===== src/rtl/lbp_frame_sequencer.sv =====
// Frame-level sequencer for the LBP 3x3-window datapath: raster fetch, window shift and LBP write strobes.
// Optional build macro LBP_STALL_EN lets gray_ready stall address issue during FETCH.
module lbp_frame_sequencer #(
    parameter int IMG_W  = 128,
    parameter int IMG_H  = 128,
    parameter int ADDR_W = 14,
    parameter int RD_LAT = 1
) (
    input  logic              clk,
    input  logic              reset,
    input  logic              gray_ready,
    output logic              gray_req,
    output logic [ADDR_W-1:0] gray_addr,
    output logic              win_shift,
    output logic [ADDR_W-1:0] lbp_addr,
    output logic              lbp_valid,
    output logic              lbp_zero,
    output logic              finish
);

    localparam int TOTAL = IMG_W * IMG_H;
    localparam int LOG_W = $clog2(IMG_W);
    localparam logic [ADDR_W:0] TOTAL_C = (ADDR_W + 1)'(TOTAL);
    localparam logic [ADDR_W:0] WIN_C   = (ADDR_W + 1)'(IMG_W + 1);
    localparam logic [ADDR_W-LOG_W-1:0] LAST_ROW = (ADDR_W - LOG_W)'(IMG_H - 1);
    localparam logic [LOG_W-1:0]        LAST_COL = LOG_W'(IMG_W - 1);

    typedef enum logic [2:0] {
        IDLE,
        WAIT_RDY,
        FETCH,
        DRAIN,
        DONE
    } state_t;

    state_t              state;
    logic [ADDR_W:0]     fetch_cnt;  // next address to issue
    logic [ADDR_W:0]     data_cnt;   // pixels already shifted into the window
    logic [ADDR_W:0]     write_cnt;  // next LBP address to write
    logic [RD_LAT-1:0]   issue_pipe;
    logic                issue_ok;
    logic                emit;
    logic                border;
    logic [ADDR_W-LOG_W-1:0] row;
    logic [LOG_W-1:0]        col;

`ifdef LBP_STALL_EN
    assign issue_ok = gray_ready;
`else
    assign issue_ok = 1'b1;
`endif

    assign win_shift = issue_pipe[RD_LAT-1];
    assign row       = write_cnt[ADDR_W-1:LOG_W];
    assign col       = write_cnt[LOG_W-1:0];

    // A write is due once the window centre is valid, or unconditionally once every pixel has
    // been shifted in (the drain tail is the bottom border, which never needs real window data).
    // NOTE: every variable driven here gets a default first so no latch can be inferred.
    always_comb begin
        emit   = 1'b0;
        border = (row == '0) || (row == LAST_ROW) || (col == '0) || (col == LAST_COL);
        if ((state == FETCH || state == DRAIN) && write_cnt != TOTAL_C) begin
            emit = (win_shift && data_cnt >= WIN_C) || (data_cnt == TOTAL_C);
        end
    end

    // NOTE: sequential state uses non-blocking assignments only, so every read in this block
    // sees the value from before the clock edge.
    always_ff @(posedge clk or posedge reset) begin
        if (reset) begin
            state      <= IDLE;
            fetch_cnt  <= '0;
            data_cnt   <= '0;
            write_cnt  <= '0;
            issue_pipe <= '0;
            gray_req   <= 1'b0;
            gray_addr  <= '0;
            lbp_addr   <= '0;
            lbp_valid  <= 1'b0;
            lbp_zero   <= 1'b0;
            finish     <= 1'b0;
        end else begin
            for (int i = RD_LAT - 1; i > 0; i--) begin
                issue_pipe[i] <= issue_pipe[i-1];
            end
            issue_pipe[0] <= gray_req;

            if (win_shift) begin
                data_cnt <= data_cnt + 1'b1;
            end

            lbp_valid <= emit;
            lbp_zero  <= emit && border;
            if (emit) begin
                lbp_addr  <= write_cnt[ADDR_W-1:0];
                write_cnt <= write_cnt + 1'b1;
            end

            case (state)
                IDLE: begin
                    gray_req <= 1'b0;
                    finish   <= 1'b0;
                    state    <= WAIT_RDY;
                end
                WAIT_RDY: begin
                    if (gray_ready) begin
                        state     <= FETCH;
                        gray_req  <= 1'b1;
                        gray_addr <= '0;
                        fetch_cnt <= (ADDR_W + 1)'(1);
                    end
                end
                FETCH: begin
                    if (fetch_cnt == TOTAL_C) begin
                        gray_req <= 1'b0;
                        state    <= DRAIN;
                    end else if (issue_ok) begin
                        gray_req  <= 1'b1;
                        gray_addr <= fetch_cnt[ADDR_W-1:0];
                        fetch_cnt <= fetch_cnt + 1'b1;
                    end else begin
                        gray_req <= 1'b0;
                    end
                end
                DRAIN: begin
                    if (write_cnt == TOTAL_C) begin
                        state  <= DONE;
                        finish <= 1'b1;
                    end
                end
                DONE: begin
                    finish <= 1'b1;
                end
                default: state <= IDLE;
            endcase
        end
    end

endmodule


===== config.mk =====
export PLATFORM = sky130hd
export DESIGN_NAME = lbp_frame_sequencer
export DESIGN_NICKNAME = d
export VERILOG_FILES = /design/src/rtl/lbp_frame_sequencer.sv
export SDC_FILE = /design/constraint.sdc
export NUM_CORES = 1
export LEC_CHECK = 0
export CAP_MARGIN = 20
export CORE_ASPECT_RATIO = 0.75
export CORE_MARGIN = 2
export CORE_UTILIZATION = 29
export DETAILED_ROUTE_END_ITERATION = 10
export PLACE_DENSITY = 0.51
export SLEW_MARGIN = 20
export SYNTH_ARGS = -nofsm -noshare
export SYNTH_HDL_FRONTEND = slang
export SYNTH_SLANG_ARGS = --single-unit
export TNS_END_PERCENT = 10

===== constraint.sdc =====
create_clock -name clk -period 5.9 [get_ports clk]
set_input_delay 1.18 -clock clk [delete_from_list [all_inputs] [get_ports clk]]
set_output_delay 1.18 -clock clk [all_outputs]
set_load 0.03 [all_outputs]

=== After elaboration in Yosys (flattened, before gate mapping) ===
Cells that the tools add are included.

* Register bits after elaboration: 81
* Input bits: 3
* Output and inout port bits: 33
* Logic and storage cells: 64

* Add/subtract/negate cells: 3
* Order comparisons: 1
* Equality and inequality tests: 14
* Mux-type cells: 16
* Bitwise gates (word level): 1
* Reduce and logical (&&, ||, !) cells: 18

{| class="wikitable"
|+ Operators by type and width
! cell !! count
|-
| adder 15 x 1 -> 15 bit, second input constant || 3
|-
| == test 15 bit, second input constant || 3
|-
| two-way mux 15 bit || 2
|-
| one-hot mux 15 bit (2 select lines) || 1
|-
| two-way mux 14 bit || 2
|-
| one-hot mux 14 bit (2 select lines) || 1
|-
| >= comparator 15 x 8 -> 1 bit, second input constant || 1
|-
| inequality test 15 bit, second input constant || 1
|-
| one-hot mux 3 bit (5 select lines) || 1
|-
| == test 7 bit, second input constant || 2
|-
| logical NOT 7 bit || 2
|-
| two-way mux 3 bit || 3
|-
| == test 3 x 2 -> 1 bit, second input constant || 2
|-
| one-hot mux 1 bit (3 select lines) || 2
|-
| nonzero test 3 bit || 2
|-
| logical OR 1 bit || 5
|-
| two-way mux 1 bit || 4
|-
| inequality test 2 x 1 -> 1 bit, second input constant || 2
|-
| inequality test 2 bit, second input constant || 2
|-
| AND reduction 2 bit || 2
|-
| AND reduction 4 bit || 1
|-
| == test 3 x 1 -> 1 bit, second input constant || 1
|-
| == test 3 bit, second input constant || 1
|-
| logical AND 1 bit || 3
|-
| 4 further kinds || 4
|}

=== Depth between registers and ports, before layout ===
* Depth after elaboration: 5
* Gate-level depth with buffers: 9
* Gate-level depth less buffers: 7

=== Worst setup path before layout ===
OpenSTA, ideal clock, no wires.

* Kind: input -> register
* Start point: in gray_ready
* End point: reg fetch_cnt[1]
* Library setup time: 136 ps
* Arrival: 2221 ps
* Required time: 5764 ps
* Path slack: 3542 ps
* Stages: 5
* Path buffers: 1
* Cell sequence: nand3b_1 > nor2_1 > a21oi_1 > clkbuf_1 > o21ai_0

* Cells in the longest elaborated chain, start to end: 2

{| class="wikitable"
|+ Ends and longest elaborated chain
! item !! line !! text
|-
| start: declaration || 11 || <nowiki>input logic gray_ready,</nowiki>
|-
| inequality test 2 bit (no source line) || n/a ||
|-
| AND reduction 3 bit (no source line) || n/a ||
|-
| end signal: assignment || 111 || <nowiki>fetch_cnt <= (ADDR_W + 1)'(1);</nowiki>
|-
| end signal: assignment || 121 || <nowiki>fetch_cnt <= fetch_cnt + 1'b1;</nowiki>
|-
| end: declaration || 37 || <nowiki>logic [ADDR_W:0] fetch_cnt;</nowiki>
|}

No other way between the ends.
A chain may end at the register's enable or synchronous reset.

=== Worst setup path after layout ===
* Start point: reg write_cnt[7]
* End point: reg lbp_addr[11]

* Cells in the longest elaborated chain, start to end: 3

{| class="wikitable"
|+ Ends and longest elaborated chain
! item !! line !! text
|-
| start: declaration || 39 || <nowiki>logic [ADDR_W:0] write_cnt;</nowiki>
|-
| start signal: assignment || 97 || <nowiki>write_cnt <= write_cnt + 1'b1;</nowiki>
|-
| inequality test 15 bit || 63 || <nowiki>if ((state == FETCH || state == DRAIN) && write_cnt != TOTAL_C) begin</nowiki>
|-
| logical AND 1 bit || 63 ||
|-
| two-way mux 1 bit || 63 ||
|-
| end signal: assignment || 96 || <nowiki>lbp_addr <= write_cnt[ADDR_W-1:0];</nowiki>
|-
| end: declaration || 15 || <nowiki>output logic [ADDR_W-1:0] lbp_addr,</nowiki>
|}

No other way between the ends.

==> flow_summary.yaml <==
outcome:
  status: "finished, final reports clean"
clock_tree:
  post-cts-setup-buffers: 0
  cts_bufs_inserted: 9
  clock-sinks: 81
  master_cell_of_the_clock_root_buffer: "sky130_fd_sc_hd__clkbuf_16"
  tritoncts: "yes"
  cts.path.max_buffers: 2
  htree_levels: 3
  worst_skew_pair.late_latency_ns: 0.33
  clock_pin_slew_on_the_worst_setup_and_hold_paths_ns: 0.06
  cts.hold.buffers_added: 0
  post_cts_resized: 0
pwr:
  p_sw_share_pct: 19.5
  worst_ir_drop_vdd_uv: 115
  p_int_mw: 0.971
  seqPwrFrac_pct: 46.0
  power_density_nw_per_um2: 265
  p_clk_share_pct: 52.9
  comb_power_share_pct: 1.1
  switchingPower_mw: 0.236
  p_leak_nw: 2.08
routing:
  detailroute.via_count: 2523
  drt_pre_antenna_iters: 5
  ant_nets: 0
  drt_iter0_drc: 138
  drcViolationCount: 0
  drt_wl_total_um: 7640
  via_per_inst: 4.72
  routed_wire_per_std_cell_um: 14.3
yosys:
  synth_warnings: 0
  dominantRegCellSynth: "sky130_fd_sc_hd__dfrtp_1"
  postSynthAreaPerCell_um2: 11.3
  yosysTopAreaCellShare_pct: 55.0
  synth-seq-area-share_pct: 55.0
  post-synth-top-count-cell: "sky130_fd_sc_hd__dfrtp_1"
  ys_top_cells_by_area: "sky130_fd_sc_hd__dfrtp_1 55%, sky130_fd_sc_hd__xor2_1 6.6%, sky130_fd_sc_hd__a22o_1 3.1%"
  synth_top_cell_by_area: "sky130_fd_sc_hd__dfrtp_1"
  synth_enable_flop_cells: 0
  synth-async-reset-ratio_pct: 100
  synth.lib_cells_used.distinct: 41
  synth.cell_area_um2: 3690
  synth-seq-cells: 81
  ys_top_cells_by_count: "81 x sky130_fd_sc_hd__dfrtp_1, 28 x sky130_fd_sc_hd__xor2_1, 24 x sky130_fd_sc_hd__nand2_1, 19 x sky130_fd_sc_hd__nand3_1, 18 x sky130_fd_sc_hd__nor2_1"
  synthesis.nets: 337
  synthesis.instances: 327
die:
  fp.dieArea_um2: 13600
  dieWidth_um: 134
  core_um2: 12300
  die_h_um: 102
  io_pins: 36
  initial_standard_cell_utilization_of_the_core_pct: 29.9
  floorplan.rows: 35
timing:
  hold_ws_ns: 0.428
  grt_setup_unrepaired: "false"
  post-route-period-util_pct: 54.8
  slew_violations: 0
  report.final.hold_viol_count: 0
  final.setup_skew_ns: 0.00467
  timing.slew.headroom_pct: 38.2
  worstMarginPinSlew_ns: 0.923
  max_clock_freq_mhz: 309
  report.final.setup_viol: 0
  final_min_period_ns: 3.24
  postLayoutSetupSlackWorst_ns: 2.66
  timing.setup.tns_ns: 0
worst_setup_path:
  cp_data_arrival_time_ns: 3.45
  crit_type: "reg2reg"
  crit_slowest_cell: "sky130_fd_sc_hd__or2_1"
  timing.critical_path.to_type: "register"
  timing.critical_path.fanout_max: 18
  critical_path.cell_chain: "or4_1, nor4_1, a221o_2, or2_1, mux2_2"
  critical-path-max-stage-delay_ns: 0.70
  critical_path.startpoint_type: "register"
  worst_ep_required_time_ns: 6.12
placed_design:
  dp_slack_ns: 2.39
  place.port_buffers: 35
  placed_cells_incl_taps: 518
  gpl_congestion: 0.798
  hpwl_after_detailed_placement_um: 5010
global_routing:
  grt_remaining_overflow: 0
  grt_usage_pct: 12.2
  globalRouteMet1Util_pct: 18.2
  number_of_antenna_violations_at_the_first_check_in_global_routing: 0
  pin_count_of_the_biggest_net_entering_global_routing: 82
  busiest_layer: "met1"
  grt_pass1_wl_um: 13300
  grt_util_met3_pct: 3.35
  globalRouteMet2Util_pct: 16.9
  number_of_global_route_vias_before_repair: 2498
cells_and_area:
  final_std_cells_w_o_fill: 534
  drive_gt1_share_pct: 9.51
  diodes: 0
  layout-area-overhead-vs-synth_pct: 23.4
  number_of_nets_in_the_finished_design: 373
hold_path:
  hold_path_class: "reg2reg"
flow_run:
  maxCapViolations: 0
## metrics by stage
| step | util (%) | power (mW) | instance area [um2] |
|---|---|---|---|
| 4_1_cts | 36.8 | 1.22 | 4550 |
| 3_5_place_dp | 34.1 | 0.579 | 4210 |
| 5_1_grt | 36.8 | 1.25 | 4550 |
| 2_1_floorplan | - | 0.574 | 3690 |
| 3_3_place_gp | 34.1 | 0.579 | 4210 |
| 6_report | 36.8 | 1.21 | 4550 |
## final timing paths
kind / start / end / slack [ns] / cells past startpoint
max: write_cnt[7] / lbp_addr[11] / 2.66 / 5
min: gray_req / win_shift / 0.43 / 0
max reg2reg: write_cnt[7] / lbp_addr[11] / 2.66 / 5
min reg2reg: gray_req / win_shift / 0.43 / 0
max in group asynchronous: reset / data_cnt[5] / 4.03 / 3
min in group asynchronous: reset / lbp_addr[10] / 1.37 / 3
## metal layers
metal  share of wire, %  up-vias
met4                1.5        0
met5                  0        -
met1                 56     1249
met3                3.4        8
li1                   -     1237
met2                 40       29
## power groups by stage
stage / clock network [mW] / logic, mW / registers, mW
after floorplan: 0 / 0.00809 / 0.566
after global placement: 0 / 0.0137 / 0.566
after detailed placement: 0 / 0.0138 / 0.566
after CTS: 0.651 / 0.0138 / 0.555
after global routing: 0.677 / 0.0158 / 0.555
final: 0.639 / 0.0129 / 0.555
## critical path, delay by kind of cell (launching register included)
family | cells | cell delay (ns)
flops | 1 | 0.42
mux | 1 | 0.41
simple gates | 3 | 1.77
compound gates | 1 | 0.50
## sequential cells by signal, summed over array words and instances (netlist names)
signal and flops:
data_cnt 15, fetch_cnt 15, write_cnt 15, gray_addr 14
lbp_addr 14, state 3, finish 1, gray_req 1
lbp_valid 1, lbp_zero 1, win_shift 1
## area by class of cell
| class | instances | area (um2) |
|---|---|---|
| sequential | 81 | 2030 |
| inverter | 10 | 38.8 |
| timing repair buffer | 38 | 377 |
| fill | 1247 | 7800 |
| multi-input combinational | 223 | 1560 |
| tap | 166 | 208 |
| clock inverter | 5 | 104 |
| clock buffer | 11 | 233 |
## layout by cell type, fill, tap and decap left out, types with 2 or more instances in the layout
cell type                          n
sky130_fd_sc_hd__xnor2_1          12
sky130_fd_sc_hd__nor2b_1           2
sky130_fd_sc_hd__a21oi_1           3
sky130_fd_sc_hd__a22o_1           13
sky130_fd_sc_hd__o21ai_0          10
sky130_fd_sc_hd__nand2_1          24
sky130_fd_sc_hd__buf_4             2
sky130_fd_sc_hd__nor3b_1           3
sky130_fd_sc_hd__xor2_1           28
sky130_fd_sc_hd__clkbuf_16         9
sky130_fd_sc_hd__inv_1             9
sky130_fd_sc_hd__and3_1            7
sky130_fd_sc_hd__bufinv_16         3
sky130_fd_sc_hd__nor2_1           18
sky130_fd_sc_hd__or4_1             5
sky130_fd_sc_hd__nand3_1          19
sky130_fd_sc_hd__nor4_1           11
sky130_fd_sc_hd__nand2b_1          4
sky130_fd_sc_hd__ha_1              7
sky130_fd_sc_hd__mux2_4            4
sky130_fd_sc_hd__nor4b_1           3
sky130_fd_sc_hd__clkdlybuf4s50_1  35
sky130_fd_sc_hd__and2_1            4
sky130_fd_sc_hd__nand4_1          11
sky130_fd_sc_hd__clkbuf_1          2
sky130_fd_sc_hd__and4_1            2
sky130_fd_sc_hd__clkinv_2          2
sky130_fd_sc_hd__mux2_2            9
sky130_fd_sc_hd__nor3_1            9
sky130_fd_sc_hd__dfrtp_1          81
## cell families (layout without fill, tap and decap cells)
group | count (synthesis) | after routing | synth area share [%]
buffers and inverters | 23 | 64 | 2.78
flip-flops | 81 | 81 | 55.0
AO/OA/AOI/OAI | 35 | 35 | 7.19
multiplexers | 14 | 14 | 4.65
AND/OR/NAND/NOR | 127 | 127 | 18.6
adder cells (fa/ha/maj) | 7 | 7 | 2.37
XOR/XNOR | 40 | 40 | 9.50
(Power assumes the default switching activity.)
